==> src/rtl/cis_power_down_pkg.sv <==
// Shared definitions for the CIS power-down sequencer: FSM states and the
// pin levels the sensor sits at while unpowered (also used by power-up).
package cis_power_down_pkg;

   typedef enum logic [2:0] {
      PASS,
      DRAIN,
      RST_LOW,
      PWDN_HI,
      OFF_1V5,
      OFF_3V0,
      OFF_2V8,
      DONE
   } pdState_e;

   localparam logic PIN_EN_CIS2V8_RST       = 1'b0;
   localparam logic PIN_EN_CISA3V0_RST      = 1'b0;
   localparam logic PIN_EN_CIS1V5_RST       = 1'b0;
   localparam logic PIN_CIS_PWDN_RST        = 1'b1;
   localparam logic PIN_CIS_RST_RST         = 1'b0;
   localparam logic PIN_CIS_I2C_STANDBY_RST = 1'b0;

endpackage

==> src/rtl/cis_power_down_pd_timer.sv <==
// Delay counter for the power-down sequencer. It restarts from zero whenever
// clear_i is high and otherwise counts up; done_o flags the count matching
// the limit the sequencer presents for its current state.
module cis_pd_timer #(
   parameter int CNT_W = 21
) (
   input  logic             clock,
   input  logic             reset,
   input  logic             clear_i,
   input  logic             enable_i,
   input  logic [CNT_W-1:0] limit_i,
   output logic             done_o
);

   logic [CNT_W-1:0] count_q;

   // Count cycles spent in a wait state, restarting on every state change.
   always_ff @(posedge clock) begin
      if (reset || clear_i) begin
         count_q <= '0;
      end else if (enable_i) begin
         count_q <= count_q + 1'b1;
      end
   end

   assign done_o = (count_q == limit_i);

endmodule

==> src/rtl/cis_power_down.sv <==
// CIS power-down sequencer. Passes the power-up sequencer's pins through
// (one register stage) until a shutdown request is accepted, then drains the
// I2C bus and turns the sensor off in reverse power-up order.
module cis_power_down
   import cis_power_down_pkg::*;
#(
   parameter int delay_t4 = 1000000,
   parameter int delay_t3 = 50000,
   parameter int delay_t2 = 250000,
   parameter int delay_t1 = 25000,
   parameter int delay_t0 = 25000,
   parameter int CNT_W    = 21
) (
   input  logic clock,
   input  logic reset,
   input  logic pd_req,
   input  logic i2c_busy,
   input  logic up_en_cis2v8,
   input  logic up_en_cisa3v0,
   input  logic up_en_cis1v5,
   input  logic up_cis_pwdn,
   input  logic up_cis_rst,
   input  logic up_cis_i2c_standby,
   output logic en_cis2v8,
   output logic en_cisa3v0,
   output logic en_cis1v5,
   output logic cis_pwdn,
   output logic cis_rst,
   output logic cis_i2c_standby,
   output logic pd_busy,
   output logic pd_done,
   output logic i2c_timeout
);

   // The drain timeout fires when the count equals delay_t4 itself, so the
   // reset pin falls delay_t4+1 cycles after standby drops. The fixed waits
   // exit at delay-1 so each pin edge lands exactly delay cycles apart.
   localparam logic [CNT_W-1:0] LIM_T4 = CNT_W'(delay_t4);
   localparam logic [CNT_W-1:0] LIM_T3 = CNT_W'(delay_t3 - 1);
   localparam logic [CNT_W-1:0] LIM_T2 = CNT_W'(delay_t2 - 1);
   localparam logic [CNT_W-1:0] LIM_T1 = CNT_W'(delay_t1 - 1);
   localparam logic [CNT_W-1:0] LIM_T0 = CNT_W'(delay_t0 - 1);

   pdState_e         state_q;
   logic             enCis2v8_q;
   logic             enCisa3v0_q;
   logic             enCis1v5_q;
   logic             cisPwdn_q;
   logic             cisRst_q;
   logic             cisI2cStandby_q;
   logic             pdBusy_q;
   logic             pdDone_q;
   logic             i2cTimeout_q;

   logic [CNT_W-1:0] timerLimit;
   logic             timerDone;
   logic             timerClear;
   logic             exitNow;

   // Decide whether the current state ends this cycle and which limit the
   // timer compares against while in it.
   always_comb begin
      timerLimit = '0;
      exitNow    = 1'b0;
      case (state_q)
         PASS:    exitNow = pd_req && up_cis_i2c_standby;
         DRAIN: begin
            timerLimit = LIM_T4;
            exitNow    = !i2c_busy || timerDone;
         end
         RST_LOW: begin
            timerLimit = LIM_T3;
            exitNow    = timerDone;
         end
         PWDN_HI: begin
            timerLimit = LIM_T2;
            exitNow    = timerDone;
         end
         OFF_1V5: begin
            timerLimit = LIM_T1;
            exitNow    = timerDone;
         end
         OFF_3V0: begin
            timerLimit = LIM_T0;
            exitNow    = timerDone;
         end
         OFF_2V8: exitNow = 1'b1;
         DONE:    exitNow = 1'b0;
         default: exitNow = 1'b0;
      endcase
   end

   // The timer restarts on every state entry and idles at zero outside the
   // wait states.
   assign timerClear = exitNow || (state_q == PASS) || (state_q == DONE) ||
                       (state_q == OFF_2V8);

   cis_pd_timer #(
      .CNT_W (CNT_W)
   ) u_timer (
      .clock    (clock),
      .reset    (reset),
      .clear_i  (timerClear),
      .enable_i (!timerClear),
      .limit_i  (timerLimit),
      .done_o   (timerDone)
   );

   // Sequencer: pass-through while idle, then one pin change per state
   // transition so every output edge is registered.
   always_ff @(posedge clock) begin
      if (reset) begin
         state_q         <= PASS;
         enCis2v8_q      <= PIN_EN_CIS2V8_RST;
         enCisa3v0_q     <= PIN_EN_CISA3V0_RST;
         enCis1v5_q      <= PIN_EN_CIS1V5_RST;
         cisPwdn_q       <= PIN_CIS_PWDN_RST;
         cisRst_q        <= PIN_CIS_RST_RST;
         cisI2cStandby_q <= PIN_CIS_I2C_STANDBY_RST;
         pdBusy_q        <= 1'b0;
         pdDone_q        <= 1'b0;
         i2cTimeout_q    <= 1'b0;
      end else begin
         case (state_q)
            PASS: begin
               enCis2v8_q      <= up_en_cis2v8;
               enCisa3v0_q     <= up_en_cisa3v0;
               enCis1v5_q      <= up_en_cis1v5;
               cisPwdn_q       <= up_cis_pwdn;
               cisRst_q        <= up_cis_rst;
               cisI2cStandby_q <= up_cis_i2c_standby;
               if (exitNow) begin
                  cisI2cStandby_q <= 1'b0;
                  pdBusy_q        <= 1'b1;
                  state_q         <= DRAIN;
               end
            end
            DRAIN: begin
               if (exitNow) begin
                  cisRst_q <= 1'b0;
                  if (i2c_busy) begin
                     i2cTimeout_q <= 1'b1;
                  end
                  state_q <= RST_LOW;
               end
            end
            RST_LOW: begin
               if (exitNow) begin
                  cisPwdn_q <= 1'b1;
                  state_q   <= PWDN_HI;
               end
            end
            PWDN_HI: begin
               if (exitNow) begin
                  enCis1v5_q <= 1'b0;
                  state_q    <= OFF_1V5;
               end
            end
            OFF_1V5: begin
               if (exitNow) begin
                  enCisa3v0_q <= 1'b0;
                  state_q     <= OFF_3V0;
               end
            end
            OFF_3V0: begin
               if (exitNow) begin
                  enCis2v8_q <= 1'b0;
                  state_q    <= OFF_2V8;
               end
            end
            OFF_2V8: begin
               enCis2v8_q      <= PIN_EN_CIS2V8_RST;
               enCisa3v0_q     <= PIN_EN_CISA3V0_RST;
               enCis1v5_q      <= PIN_EN_CIS1V5_RST;
               cisPwdn_q       <= PIN_CIS_PWDN_RST;
               cisRst_q        <= PIN_CIS_RST_RST;
               cisI2cStandby_q <= PIN_CIS_I2C_STANDBY_RST;
               pdBusy_q        <= 1'b0;
               pdDone_q        <= 1'b1;
               state_q         <= DONE;
            end
            DONE: begin
               state_q <= DONE;
            end
            default: begin
               state_q <= PASS;
            end
         endcase
      end
   end

   assign en_cis2v8       = enCis2v8_q;
   assign en_cisa3v0      = enCisa3v0_q;
   assign en_cis1v5       = enCis1v5_q;
   assign cis_pwdn        = cisPwdn_q;
   assign cis_rst         = cisRst_q;
   assign cis_i2c_standby = cisI2cStandby_q;
   assign pd_busy         = pdBusy_q;
   assign pd_done         = pdDone_q;
   assign i2c_timeout     = i2cTimeout_q;

endmodule

==> config.mk <==
export PLATFORM = sky130hd
export DESIGN_NAME = cis_power_down
export DESIGN_NICKNAME = d
export VERILOG_FILES = /design/src/rtl/cis_power_down_pkg.sv /design/src/rtl/cis_power_down_pd_timer.sv /design/src/rtl/cis_power_down.sv
export SDC_FILE = /design/constraint.sdc
export NUM_CORES = 1
export LEC_CHECK = 0
export CORE_MARGIN = 2
export CORE_UTILIZATION = 52
export CTS_BUF_LIST = sky130_fd_sc_hd__clkbuf_16
export DETAILED_ROUTE_END_ITERATION = 8
export HOLD_SLACK_MARGIN = 0.08
export PLACE_DENSITY_LB_ADDON = 0.08
export SYNTH_ARGS = -nofsm -noshare
export SYNTH_HDL_FRONTEND = slang
export SYNTH_HIERARCHICAL = 1
export SYNTH_SLANG_ARGS = --single-unit
==> constraint.sdc <==
create_clock -name clock -period 6.25 [get_ports clock]
set_clock_uncertainty 0.15 [all_clocks]
set_input_delay 1.25 -clock clock [delete_from_list [all_inputs] [get_ports clock]]
set_output_delay 1.25 -clock clock [all_outputs]
set_load 0.02 [all_outputs]
Word level (Yosys, flattened, before mapping) --
Cells that the tools add are included.
Storage, ports and cells: register bits after elaboration 33, output and inout bits 9, input bits 10, logic and storage cells 70
Cells by class: add/subtract/negate cells 1, equal/unequal tests 14, reduce and logical (&&, ||, !) cells 25, mux-type cells 19
Operators with widths (number):
- $pmux W20 S4 | 1
- $add A21 B1 Y21 const B | 1
- $eq A21 B20 Y1 | 1
- $pmux W3 S7 | 1
- $mux W3 | 6
- $pmux W1 S3 | 5
- $reduce_bool A3 Y1 | 5
- $eq A3 B3 Y1 const B | 4
- $ne A2 B2 Y1 const B | 6
- $reduce_and A2 Y1 | 6
- $eq A3 B2 Y1 const B | 2
- $reduce_and A6 Y1 | 1
- $logic_or A1 B1 Y1 | 5
- $pmux W1 S5 | 1
- $pmux W1 S2 | 2
- $reduce_or A2 Y1 | 2
- $reduce_or A4 Y1 | 1
- $eq A3 B1 Y1 const B | 1
- $logic_not A3 Y1 | 1
- $mux W1 | 3
- $reduce_and A3 Y1 | 1
- $reduce_bool A2 Y1 | 1
- $logic_and A1 B1 Y1 | 1
- $logic_not A1 Y1 | 1

Depth between registers and ports, before layout --
Gate-level depths: netlist of run 1.
depth in word-level cells 10, gate-level depth with buffers 16, depth with buffers taken out 13

By module --
The synthesis of run 1 kept the hierarchy.
Modules (own cells, without submodules):
- cis_pd_timer | instances 1, seq. area each 420.4 sq um, cells each 145, area an instance 1231.2 sq um
- cis_power_down | instances 1, seq. area each 240.2 sq um, cells each 85, area an instance 726.9 sq um

Worst setup path after synthesis of run 1 --
OpenSTA, ideal clock, no wires.
kind flip-flop to flip-flop, from reg state_q[2], to reg u_timer.count_q[17], stages on the path, launching flop included 15, setup time 70 ps, path buffers 3, data required time 6030 ps, period minus slack after synthesis 3538 ps, path slack 2712 ps, arrival 3318 ps, path through dfxtp_1 > buf_6 > nor2b_1 > or2_2 > xor2_1 > nor4_1 > nand4_1 > nor4_1 > clkbuf_1 > a211oi_2 > buf_4 > nand4_2 > or4_4 > or4_1 > a21oi_1
On the way: longest elaborated chain between the ends 10, elaborated cells between the ends (all ways) 18, those cells by class eq/ne (8); mux (2); reduce/logical (8)
Ends and longest elaborated chain:
- start, declared | line cis_power_down.sv:44 | pdState_e state_q;
- start signal, assigned | line cis_power_down.sv:113 | state_q <= PASS;
- start signal, assigned | line cis_power_down.sv:135 | state_q <= DRAIN;
- start signal, assigned | line cis_power_down.sv:144 | state_q <= RST_LOW;
- $eq A3 B3 Y1 | line cis_power_down.sv:65 | case (state_q)
- $reduce_or A2 Y1 (no source line)
- $pmux W20 S4 (*) | line cis_power_down.sv:65
- named net timerLimit[13] | line cis_power_down.sv:55 | logic [CNT_W-1:0] timerLimit;
- $eq A21 B20 Y1 (*) | line cis_power_down_pd_timer.sv:26 | assign done_o = (count_q == limit_i);
- named net timerDone | line cis_power_down.sv:56 | logic timerDone;
- $logic_or A1 B1 Y1 | line cis_power_down.sv:69 | exitNow = !i2c_busy || timerDone;
- $pmux W1 S5 (*) | line cis_power_down.sv:65
- $logic_or A1 B1 Y1 (*) (3 in a row) | line cis_power_down.sv:95 | assign timerClear = exitNow || (state_q == PASS) || (state_q == DONE) ||
- $logic_or A1 B1 Y1 | line cis_power_down_pd_timer.sv:19 | if (reset || clear_i) begin
- end signal, assigned | line cis_power_down_pd_timer.sv:22 | count_q <= count_q + 1'b1;
- end, declared | line cis_power_down_pd_timer.sv:15 | logic [CNT_W-1:0] count_q;
The timed path passes the listed nets; every way through them passes the cells marked *. A chain may end at the register's enable or synchronous reset.

Final worst setup path of run 1 --
Ends and elaborated chain as after synthesis.

==> flow_metrics.tcl, run 1 <==
set metrics [dict create \
    outcome "complete, no violations" \
    critPathCaptureType "flip-flop" \
    crit_chain "nor2b_1 > or2_2 > xor2_1 > nor4_1 > nand4_1 > nor4_1 > buf_4 > a211oi_2 > nand4_2 > or4_4 > or4_1 > a21oi_1" \
    relSlewSlack 0.536 \
    routed_wl_um 4160 \
    rsz0062_at_grt "false" \
    avgSynthCellArea_sq_um 8.51 \
    fp.coreArea_sq_um 3630 \
    whs_path_depth 2 \
    drv_cap 0 \
    cts_resized 0 \
    grt_pass1_vias 1556 \
    reg2reg_depth 12 \
    pwr-share-seq 0.428 \
    hold_buffers 0 \
    fillers 326 \
    pwr_density_cell_nw_per_um2 234 \
    p_sw_mw 0.133 \
    rr_endpoint "u_timer/count_q[17]" \
    hold_ws_ns 0.321 \
    cts_tree "done" \
    drc 0 \
    cts_root_buffer "clkbuf_16" \
    postPlaceCellArea_sq_um 2130 \
    cp-start-kind "flip-flop" \
    setup_violations 0 \
    die_y_um 65.4 \
    cts_setup_buffers 0 \
    p_leak_nw 0.893 \
    arrival_ns 4.42 \
    netlist_area_sq_um 1960 \
    grt_max_degree 22 \
    yosys_warnings 6 \
    ys.flop_type "dfxtp_1" \
    place.gp.congestion 0.916 \
    synthToLayoutAreaGrowth_pct 15.7 \
    dr.pass1.iters 4 \
    hold_path_class "flip-flop to flip-flop" \
    layout-drive-gt1-share 0.101 \
    grtUsageTotal 0.218 \
    r2r_start "state_q[2]" \
    path_class "flip-flop to flip-flop" \
    dieArea_sq_um 4270 \
    combinationalPowerShare 0.148 \
    p_clk_frac 0.424 \
    clock_path_buffers 2 \
    num_vias 1661 \
    yosysSeqAreaShare 0.337 \
    hold_viol 0 \
    wl_per_cell_um 14.1 \
    grt_first_pass_wirelength_um 7200 \
    fin_crit_sh 0.699 \
    num_rows 22 \
    path_clk_slew_ns 0.05 \
    yosys-top-cells-area "dfxtp_1, xor2_1, nor2_1" \
    slew_violations 0 \
    fmax_mhz 229 \
    async_reset_ff_frac 0 \
    io_buffers 18 \
    worstMarginPinSlew_ns 0.695 \
    layout_common_cells "dfxtp_1, nor2_1, xor2_1" \
    ys_seq_elements 33 \
    overflow 0 \
    drt_iter0_markers 72 \
    fin_setup_tns_ns 0 \
    final_area_sq_um 2270 \
    cts_buffers 5 \
    crit_top_cell "nor4_1" \
    cp_data_required_time_ns 6.31 \
    htreeDepth 2 \
    io_pins 19 \
    ir_worst_vdd_mv 0.134 \
    viasPerCell 5.63 \
    antenna_left 0 \
    hold_end "pd_done" \
    worst-path-max-fanout 21 \
    n_antenna_cell 0 \
    synth_edf_count 0 \
    cp_slowest_cell "dfxtp_1" \
    synthesis.instances 230 \
    r2r_slack_ns 1.88 \
    hpwlAfterDp_um 3070 \
    num-nets-final 257 \
    hold_start "pd_done" \
    synth_top_area_cell "dfxtp_1" \
    intPower_mw 0.397 \
    slowest_delay_ns 0.76 \
    start_util 0.539 \
    antenna_found_initial 0 \
    layout_min_cycle_time_ns 4.37 \
    swShare 0.252 \
    die_x_um 65.4 \
    mostFrequentLayoutCell "dfxtp_1" \
    ys_types 51 \
    yosysTopAreaCellShare 0.337 \
    clock-sinks 33 \
    clock_latency_ns 0.27 \
]
-- cell usage after synthesis (2+ instances only) --
cell	n
dfxtp_1	33
nor2_1	26
xor2_1	25
nand2_1	12
o21ai_0	12
a21oi_1	10
nand3_1	8
xnor2_1	8
nand4_1	7
a31oi_1	6
buf_4	6
inv_1	6
nor4_1	5
clkbuf_1	4
nor2b_1	4
nor3_1	4
or2_2	4
or3_1	4
and2_1	3
and3_1	3
o31ai_1	3
a2111oi_2	2
a41o_1	2
and4_1	2
buf_6	2
mux2i_1	2
nor3b_1	2
or3_2	2
-- worst max-delay path: cells and delay by family (launching register included) --
| kind | cells | cell delay (ns) |
|---|---|---|
| buffers and inverters | 1 | 0.17 |
| flip-flops | 1 | 0.76 |
| AO/OA/AOI/OAI | 2 | 0.70 |
| XOR/XNOR | 1 | 0.16 |
| AND/OR/NAND/NOR | 8 | 2.36 |
-- per-stage QoR --
step | util | power, mW | setup WS (ns) | cells
global placement | 0.586 | 0.309 | 2.09 | 287
finish | 0.624 | 0.530 | 1.88 | 295
CTS | 0.624 | 0.533 | 1.90 | 295
detailed placement | 0.586 | 0.309 | 1.90 | 287
global route | 0.624 | 0.551 | 1.56 | 295
floorplan | - | 0.287 | 2.71 | 233
-- worst max path at each step --
stage,from,to,slack [ns],depth (start not counted)
global placement,state_q[2],u_timer/count_q[17],2.09,12
detailed placement,state_q[2],u_timer/count_q[17],1.90,12
global route,state_q[2],u_timer/count_q[17],1.56,12
floorplan,state_q[2],u_timer/count_q[17],2.71,14
CTS,state_q[2],u_timer/count_q[17],1.90,12
finish,state_q[2],u_timer/count_q[17],1.88,12
-- logic make-up (layout without fill, tap and decap cells) --
| family | after synthesis | after routing | share of synthesized area |
|---|---|---|---|
| AOI/OAI and AO/OA | 45 | 45 | 0.162 |
| xor gates and xnor gates | 33 | 33 | 0.148 |
| adders and majority gates | 1 | 1 | 0.00639 |
| buffers and inverters | 20 | 34 | 0.0581 |
| DFF | 33 | 33 | 0.337 |
| muxes | 2 | 2 | 0.0102 |
| other | 1 | 4 | 0.00192 |
| and+or+nand+nor | 95 | 95 | 0.277 |
-- power groups by stage --
stage          clock network [mW]  logic, mW  registers, mW
2_1_floorplan                   0     0.0565          0.230
3_3_place_gp                    0     0.0778          0.231
3_5_place_dp                    0     0.0782          0.231
4_1_cts                     0.228     0.0787          0.227
5_1_grt                     0.238     0.0853          0.228
6_report                    0.225     0.0784          0.227
-- registers in the layout (all words and copies together), names as in the netlist --
name	cells
en_cis2v8	1
pd_busy	1
cis_rst	1
en_cisa3v0	1
cis_pwdn	1
pd_done	1
state_q	3
en_cis1v5	1
cis_i2c_standby	1
u_timer/count_q	21
i2c_timeout	1
-- cell type report --
| type | count | area (sq um) | area share |
|---|---|---|---|
| Clock buffer | 5 | 125 | 0.0552 |
| Sequential cell | 33 | 661 | 0.292 |
| Timing Repair Buffer | 19 | 188 | 0.0828 |
| Inverter | 7 | 26.3 | 0.0116 |
| Clock inverter | 3 | 11.3 | 0.00497 |
| Multi-Input combinational cell | 180 | 1190 | 0.527 |
| Tap cell | 48 | 60.1 | 0.0265 |
-- routing by layer --
metal / share of wire / up-vias / GRT usage
met5: 0 / - / 0
met4: 0.018 / 0 / 0.0885
met3: 0.044 / 7 / 0.0360
met2: 0.43 / 36 / 0.334
met1: 0.51 / 770 / 0.304
li1: - / 848 / -
Power figures use the tool's default switching activity.
==> run 2: changes to the inputs <==
==> constraint.sdc (replaced) <==
create_clock -name clock -period 4.2 [get_ports clock]
set_clock_uncertainty 0.15 [all_clocks]
set_input_delay 0.84 -clock clock [delete_from_list [all_inputs] [get_ports clock]]
set_output_delay 0.84 -clock clock [all_outputs]
set_load 0.02 [all_outputs]
==> run 2 against run 1 <==
Effect of this change: die area did not move; flip-flop and latch count did not move; highest routed layer unchanged; final area rose by 2.8%; largest power group is now the clock network; largest cell class unchanged; count of clock-buffer cells in the layout did not move; sequential share of layout area fell by 0.80 points.
==> flow_metrics.tcl, run 2 (synthesis results as in run 1) <==
set metrics [dict create \
    grt_first_pass_wirelength_um 7360 \
    htreeDepth 2 \
    n_antenna_cell 0 \
    routed_wl_um 4250 \
    die_x_um 65.4 \
    intPower_mw 0.657 \
    r2r_start "state_q[1]" \
    top_register "u_timer/count_q" \
    io_pins 19 \
    die_y_um 65.4 \
    drv_cap 0 \
    whs_path_depth 2 \
    rsz0062_at_grt "false" \
    antenna_found_initial 0 \
    crit_chain "inv_2 > nor3_1 > or2_2 > xor2_1 > nor4_1 > nand4_1 > nor4_1 > buf_4 > a211oi_2 > buf_4 > nand4_2 > or4_4 > or4_1 > a21oi_1" \
    hpwlAfterDp_um 3080 \
    worst-path-max-fanout 12 \
    slew_violations 0 \
    wl_per_cell_um 14.2 \
    grtUsageTotal 0.225 \
    cts_resized 0 \
    setup_violations 0 \
    critPathCaptureType "flip-flop" \
    overflow 0 \
    rr_endpoint "u_timer/count_q[17]" \
    clock_latency_ns 0.27 \
    pwr_density_cell_nw_per_um2 369 \
    start_util 0.539 \
    fillers 339 \
    register_area_sq_um 661 \
    antenna_left 0 \
    layout-drive-gt1-share 0.123 \
    num_vias 1670 \
    slowest_delay_ns 0.60 \
    cp-start-kind "flip-flop" \
    fin_util 0.641 \
    swShare 0.235 \
    outcome "complete, no violations" \
    largest_reg_flops 21 \
    combinationalPowerShare 0.150 \
    relSlewSlack 0.602 \
    worstMarginPinSlew_ns 0.595 \
    hold_start "pd_done" \
    path_class "flip-flop to flip-flop" \
    path_clk_slew_ns 0.05 \
    ir_worst_vdd_mv 0.238 \
    grt_max_degree 21 \
    hold_viol 0 \
    cp_slowest_cell "or4_4" \
    viasPerCell 5.57 \
    hold_end "pd_done" \
    multiInputGateArea_sq_um 1190 \
    fmax_mhz 269 \
    layout_min_cycle_time_ns 3.72 \
    clock_path_buffers 2 \
    cp_data_required_time_ns 4.25 \
    place.gp.congestion 0.836 \
    cts_root_buffer "clkbuf_16" \
    dr.pass1.iters 4 \
    p_clk_frac 0.465 \
    num_rows 22 \
    synthToLayoutAreaGrowth_pct 19.0 \
    reg2reg_depth 14 \
    r2r_slack_ns 0.48 \
    num-nets-final 262 \
    fp.coreArea_sq_um 3630 \
    p_leak_nw 0.925 \
    layout_common_cells "dfxtp_1, nor2_1, xor2_1" \
    dieArea_sq_um 4270 \
    grt_pass1_vias 1588 \
    cts_tree "done" \
    cts_buffers 5 \
    io_buffers 18 \
    hold_ws_ns 0.317 \
    mostFrequentLayoutCell "dfxtp_1" \
    drt_iter0_markers 93 \
    clock-sinks 33 \
    hold_buffers 0 \
    hold_path_class "flip-flop to flip-flop" \
    arrival_ns 3.77 \
    p_sw_mw 0.202 \
    pwr-share-seq 0.385 \
    drc 0 \
    cts_setup_buffers 0 \
    fin_crit_sh 0.885 \
    fin_setup_tns_ns 0 \
    reg_top3 "u_timer/count_q x21, state_q x3" \
]
## run 2: critical path: cells and delay by family, from the launching register on
| kind | cells | cell delay, ns |
|---|---|---|
| AO/OA/AOI/OAI | 2 | 0.33 |
| XOR/XNOR | 1 | 0.16 |
| buffers and inverters | 3 | 0.50 |
| flip-flops | 1 | 0.49 |
| AND/OR/NAND/NOR | 8 | 2.00 |
## run 2: metrics by stage
| step | total power, mW | setup slack (ns) | cell area, sq um | std cells |
|---|---|---|---|---|
| floorplan | 0.427 | 0.662 | 1970 | 233 |
| global placement | 0.465 | 0.533 | 2170 | 292 |
| detailed placement | 0.466 | 0.539 | 2170 | 292 |
| CTS | 0.869 | 0.493 | 2330 | 300 |
| global route | 0.894 | 0.244 | 2330 | 300 |
| finish | 0.859 | 0.481 | 2330 | 300 |
## run 2: power groups by stage
stage	sequential (mW)	combinational, mW	clock (mW)
global route	0.332	0.141	0.421
CTS	0.331	0.129	0.409
finish	0.331	0.129	0.399
global placement	0.337	0.128	0
detailed placement	0.338	0.128	0
floorplan	0.343	0.0840	0
## run 2: metal layers
layer / vias to the layer above / wire length, um / part of all wire / global-route usage
met3: 6 / 170 / 0.040 / 0.0531
met1: 767 / 2230 / 0.52 / 0.317
met4: 0 / 53 / 0.012 / 0.0833
met5: - / 0 / 0 / 0
li1: 858 / - / - / -
met2: 39 / 1800 / 0.42 / 0.332
## run 2: worst max-delay path by stage
stage | startpoint | endpoint | slack [ns] | cells after the start
5_1_grt | state_q[1] | u_timer/count_q[17] | 0.24 | 14
3_3_place_gp | state_q[1] | u_timer/count_q[17] | 0.53 | 14
6_report | state_q[1] | u_timer/count_q[17] | 0.48 | 14
4_1_cts | state_q[1] | u_timer/count_q[17] | 0.49 | 14
3_5_place_dp | state_q[1] | u_timer/count_q[17] | 0.54 | 14
2_1_floorplan | state_q[2] | u_timer/count_q[17] | 0.66 | 14
## run 2: cell type report
type	count	area share
clock buffers	5	0.0537
well taps	48	0.0258
clock inverters	3	0.0161
flip-flops and latches	33	0.284
multi-input cells	180	0.513
repair buffers	24	0.0967
inverters	7	0.0113
==> run 3: changes to the inputs <==
--- a/config.mk
+++ b/config.mk
@@ -7,7 +7,7 @@
 export LEC_CHECK = 0
 export CORE_MARGIN = 2
 export CORE_UTILIZATION = 52
-export CTS_BUF_LIST = sky130_fd_sc_hd__clkbuf_16
+export CTS_BUF_LIST = sky130_fd_sc_hd__clkbuf_2 sky130_fd_sc_hd__clkbuf_4 sky130_fd_sc_hd__clkbuf_8
 export DETAILED_ROUTE_END_ITERATION = 8
 export HOLD_SLACK_MARGIN = 0.08
 export PLACE_DENSITY_LB_ADDON = 0.08
==> run 3 against run 2 <==
Effect of this change: clock power fell by 22%; global-route usage down 0.62 points; flip-flop and latch count unchanged; hold slack better by 0.0040 ns; largest cell class unchanged; wire length decreased by 2.7%; non-clock buffer count stayed put; die area stayed put; total power fell by 10%; cell count is the same; highest routed layer unchanged; setup slack improved by 0.033 ns.
==> flow_metrics.tcl, run 3 (synthesis results as in run 1) <==
set metrics [dict create \
    outcome "complete, no violations" \
    layout-drive-gt1-share 0.131 \
    antenna_found_initial 0 \
    top_register "u_timer/count_q" \
    highest_layer "met4" \
    clock_latency_ns 0.28 \
    grt_pass1_vias 1568 \
    layout_min_cycle_time_ns 3.69 \
    ir_worst_vdd_mv 0.242 \
    num-nets-final 262 \
    antenna_left 0 \
    register_area_sq_um 661 \
    fp.coreArea_sq_um 3630 \
    combinationalPowerShare 0.168 \
    grt_first_pass_wirelength_um 7220 \
    worst-path-max-fanout 12 \
    path_clk_slew_ns 0.07 \
    fin_crit_sh 0.878 \
    arrival_ns 3.75 \
    cp.buffers_inverters 3 \
    grt_max_degree 21 \
    p_clk_frac 0.404 \
    slowest_delay_ns 0.59 \
    cts_tree "done" \
    die_y_um 65.4 \
    fillers 352 \
    io_buffers 18 \
    cts_root_buffer "clkbuf_8" \
    reg_top3 "u_timer/count_q x21, state_q x3" \
    fmax_mhz 271 \
    r2r_slack_ns 0.51 \
    clock_path_buffers 2 \
    worstMarginPinSlew_ns 0.604 \
    rr_endpoint "u_timer/count_q[17]" \
    reg2reg_depth 14 \
    die_x_um 65.4 \
    num_vias 1665 \
    routed_wl_um 4130 \
    hold_end "pd_done" \
    clock-sinks 33 \
    fin_util 0.629 \
    drv_cap 0 \
    dr_wl_met3_um 120 \
    slew_violations 0 \
    path_class "flip-flop to flip-flop" \
    drt_iter0_markers 102 \
    cp_slowest_cell "or4_4" \
    p_sw_mw 0.189 \
    final_area_sq_um 2290 \
    pwr_density_cell_nw_per_um2 337 \
    postPlaceCellArea_sq_um 2170 \
    overflow 0 \
    cp_data_required_time_ns 4.26 \
    swShare 0.246 \
    start_util 0.539 \
    rsz0062_at_grt "false" \
    relSlewSlack 0.596 \
    r2r_start "state_q[1]" \
    pwr-share-seq 0.428 \
    crit_chain "inv_2 > nor3_1 > or2_2 > xor2_1 > nor4_1 > nand4_1 > nor4_1 > buf_4 > a211oi_2 > buf_4 > nand4_2 > or4_4 > or4_1 > a21oi_1" \
    wl_met2_um 1750 \
    hpwlAfterDp_um 3080 \
    p_leak_nw 0.904 \
    hold_start "pd_done" \
    mostFrequentLayoutCell "dfxtp_1" \
    synthToLayoutAreaGrowth_pct 16.8 \
    hold_path_class "flip-flop to flip-flop" \
    met1_length_um 2220 \
    cts_buffers 5 \
    hold_viol 0 \
    cp-start-kind "flip-flop" \
    drc 0 \
    n_antenna_cell 0 \
    largest_reg_flops 21 \
    layout_common_cells "dfxtp_1, nor2_1, xor2_1" \
    io_pins 19 \
    place.gp.congestion 0.836 \
    cp_top_family "simple AND/OR/NAND/NOR gates" \
    multiInputGateArea_sq_um 1190 \
    viasPerCell 5.55 \
    dr.pass1.iters 4 \
    htreeDepth 2 \
    critPathCaptureType "flip-flop" \
    setup_violations 0 \
    dieArea_sq_um 4270 \
    cts_setup_buffers 0 \
    fin_setup_tns_ns 0 \
    whs_path_depth 2 \
    hold_buffers 0 \
    cts_resized 0 \
    wl_per_cell_um 13.8 \
    num_rows 22 \
    grtUsageTotal 0.218 \
    intPower_mw 0.582 \
]
run 3: how the worst max path moves through the flow:
stage / from / endpoint / slack, ns / cells after the start
2_1_floorplan: state_q[2] / u_timer/count_q[17] / 0.66 / 14
5_1_grt: state_q[2] / u_timer/count_q[17] / 0.27 / 13
6_report: state_q[1] / u_timer/count_q[17] / 0.51 / 14
3_5_place_dp: state_q[1] / u_timer/count_q[17] / 0.54 / 14
4_1_cts: state_q[1] / u_timer/count_q[17] / 0.51 / 14
3_3_place_gp: state_q[1] / u_timer/count_q[17] / 0.53 / 14
run 3: through the flow:
stage | hold WS (ns) | power [mW] | cells | setup slack [ns]
finish | 0.321 | 0.771 | 300 | 0.514
global placement | 0.298 | 0.465 | 292 | 0.533
global route | 0.365 | 0.805 | 300 | 0.274
detailed placement | 0.311 | 0.466 | 292 | 0.539
CTS | 0.327 | 0.779 | 300 | 0.511
floorplan | 0.308 | 0.427 | 233 | 0.662
run 3: power by group through the flow:
stage / sequential, mW / combinational [mW] / clock, mW
after floorplan: 0.343 / 0.0840 / 0
after global placement: 0.337 / 0.128 / 0
after detailed placement: 0.338 / 0.128 / 0
after CTS: 0.330 / 0.129 / 0.319
after global routing: 0.332 / 0.140 / 0.333
final: 0.330 / 0.129 / 0.311
run 3: routing by layer:
| metal | GRT usage | vias up |
|---|---|---|
| met5 | 0 | - |
| met4 | 0.0781 | 0 |
| met3 | 0.0377 | 4 |
| met2 | 0.329 | 25 |
| met1 | 0.313 | 779 |
| li1 | - | 857 |
run 3: area by class of cell:
class,instances,area share
clock buffers,7,0.0394
clock inverters,1,0.0131
inverters,7,0.0115
multi-input cells,180,0.522
flip-flops and latches,33,0.289
well taps,48,0.0263
repair buffers,24,0.0985
run 3: worst reg2reg max path, cell delays in order, from the launching register on:
cell and delay, ns:
dfxtp_1 0.49, inv_2 0.14, nor3_1 0.35, or2_2 0.18
xor2_1 0.16, nor4_1 0.08, nand4_1 0.10, nor4_1 0.05
buf_4 0.17, a211oi_2 0.19, buf_4 0.19, nand4_2 0.12
or4_4 0.59, or4_1 0.51, a21oi_1 0.14
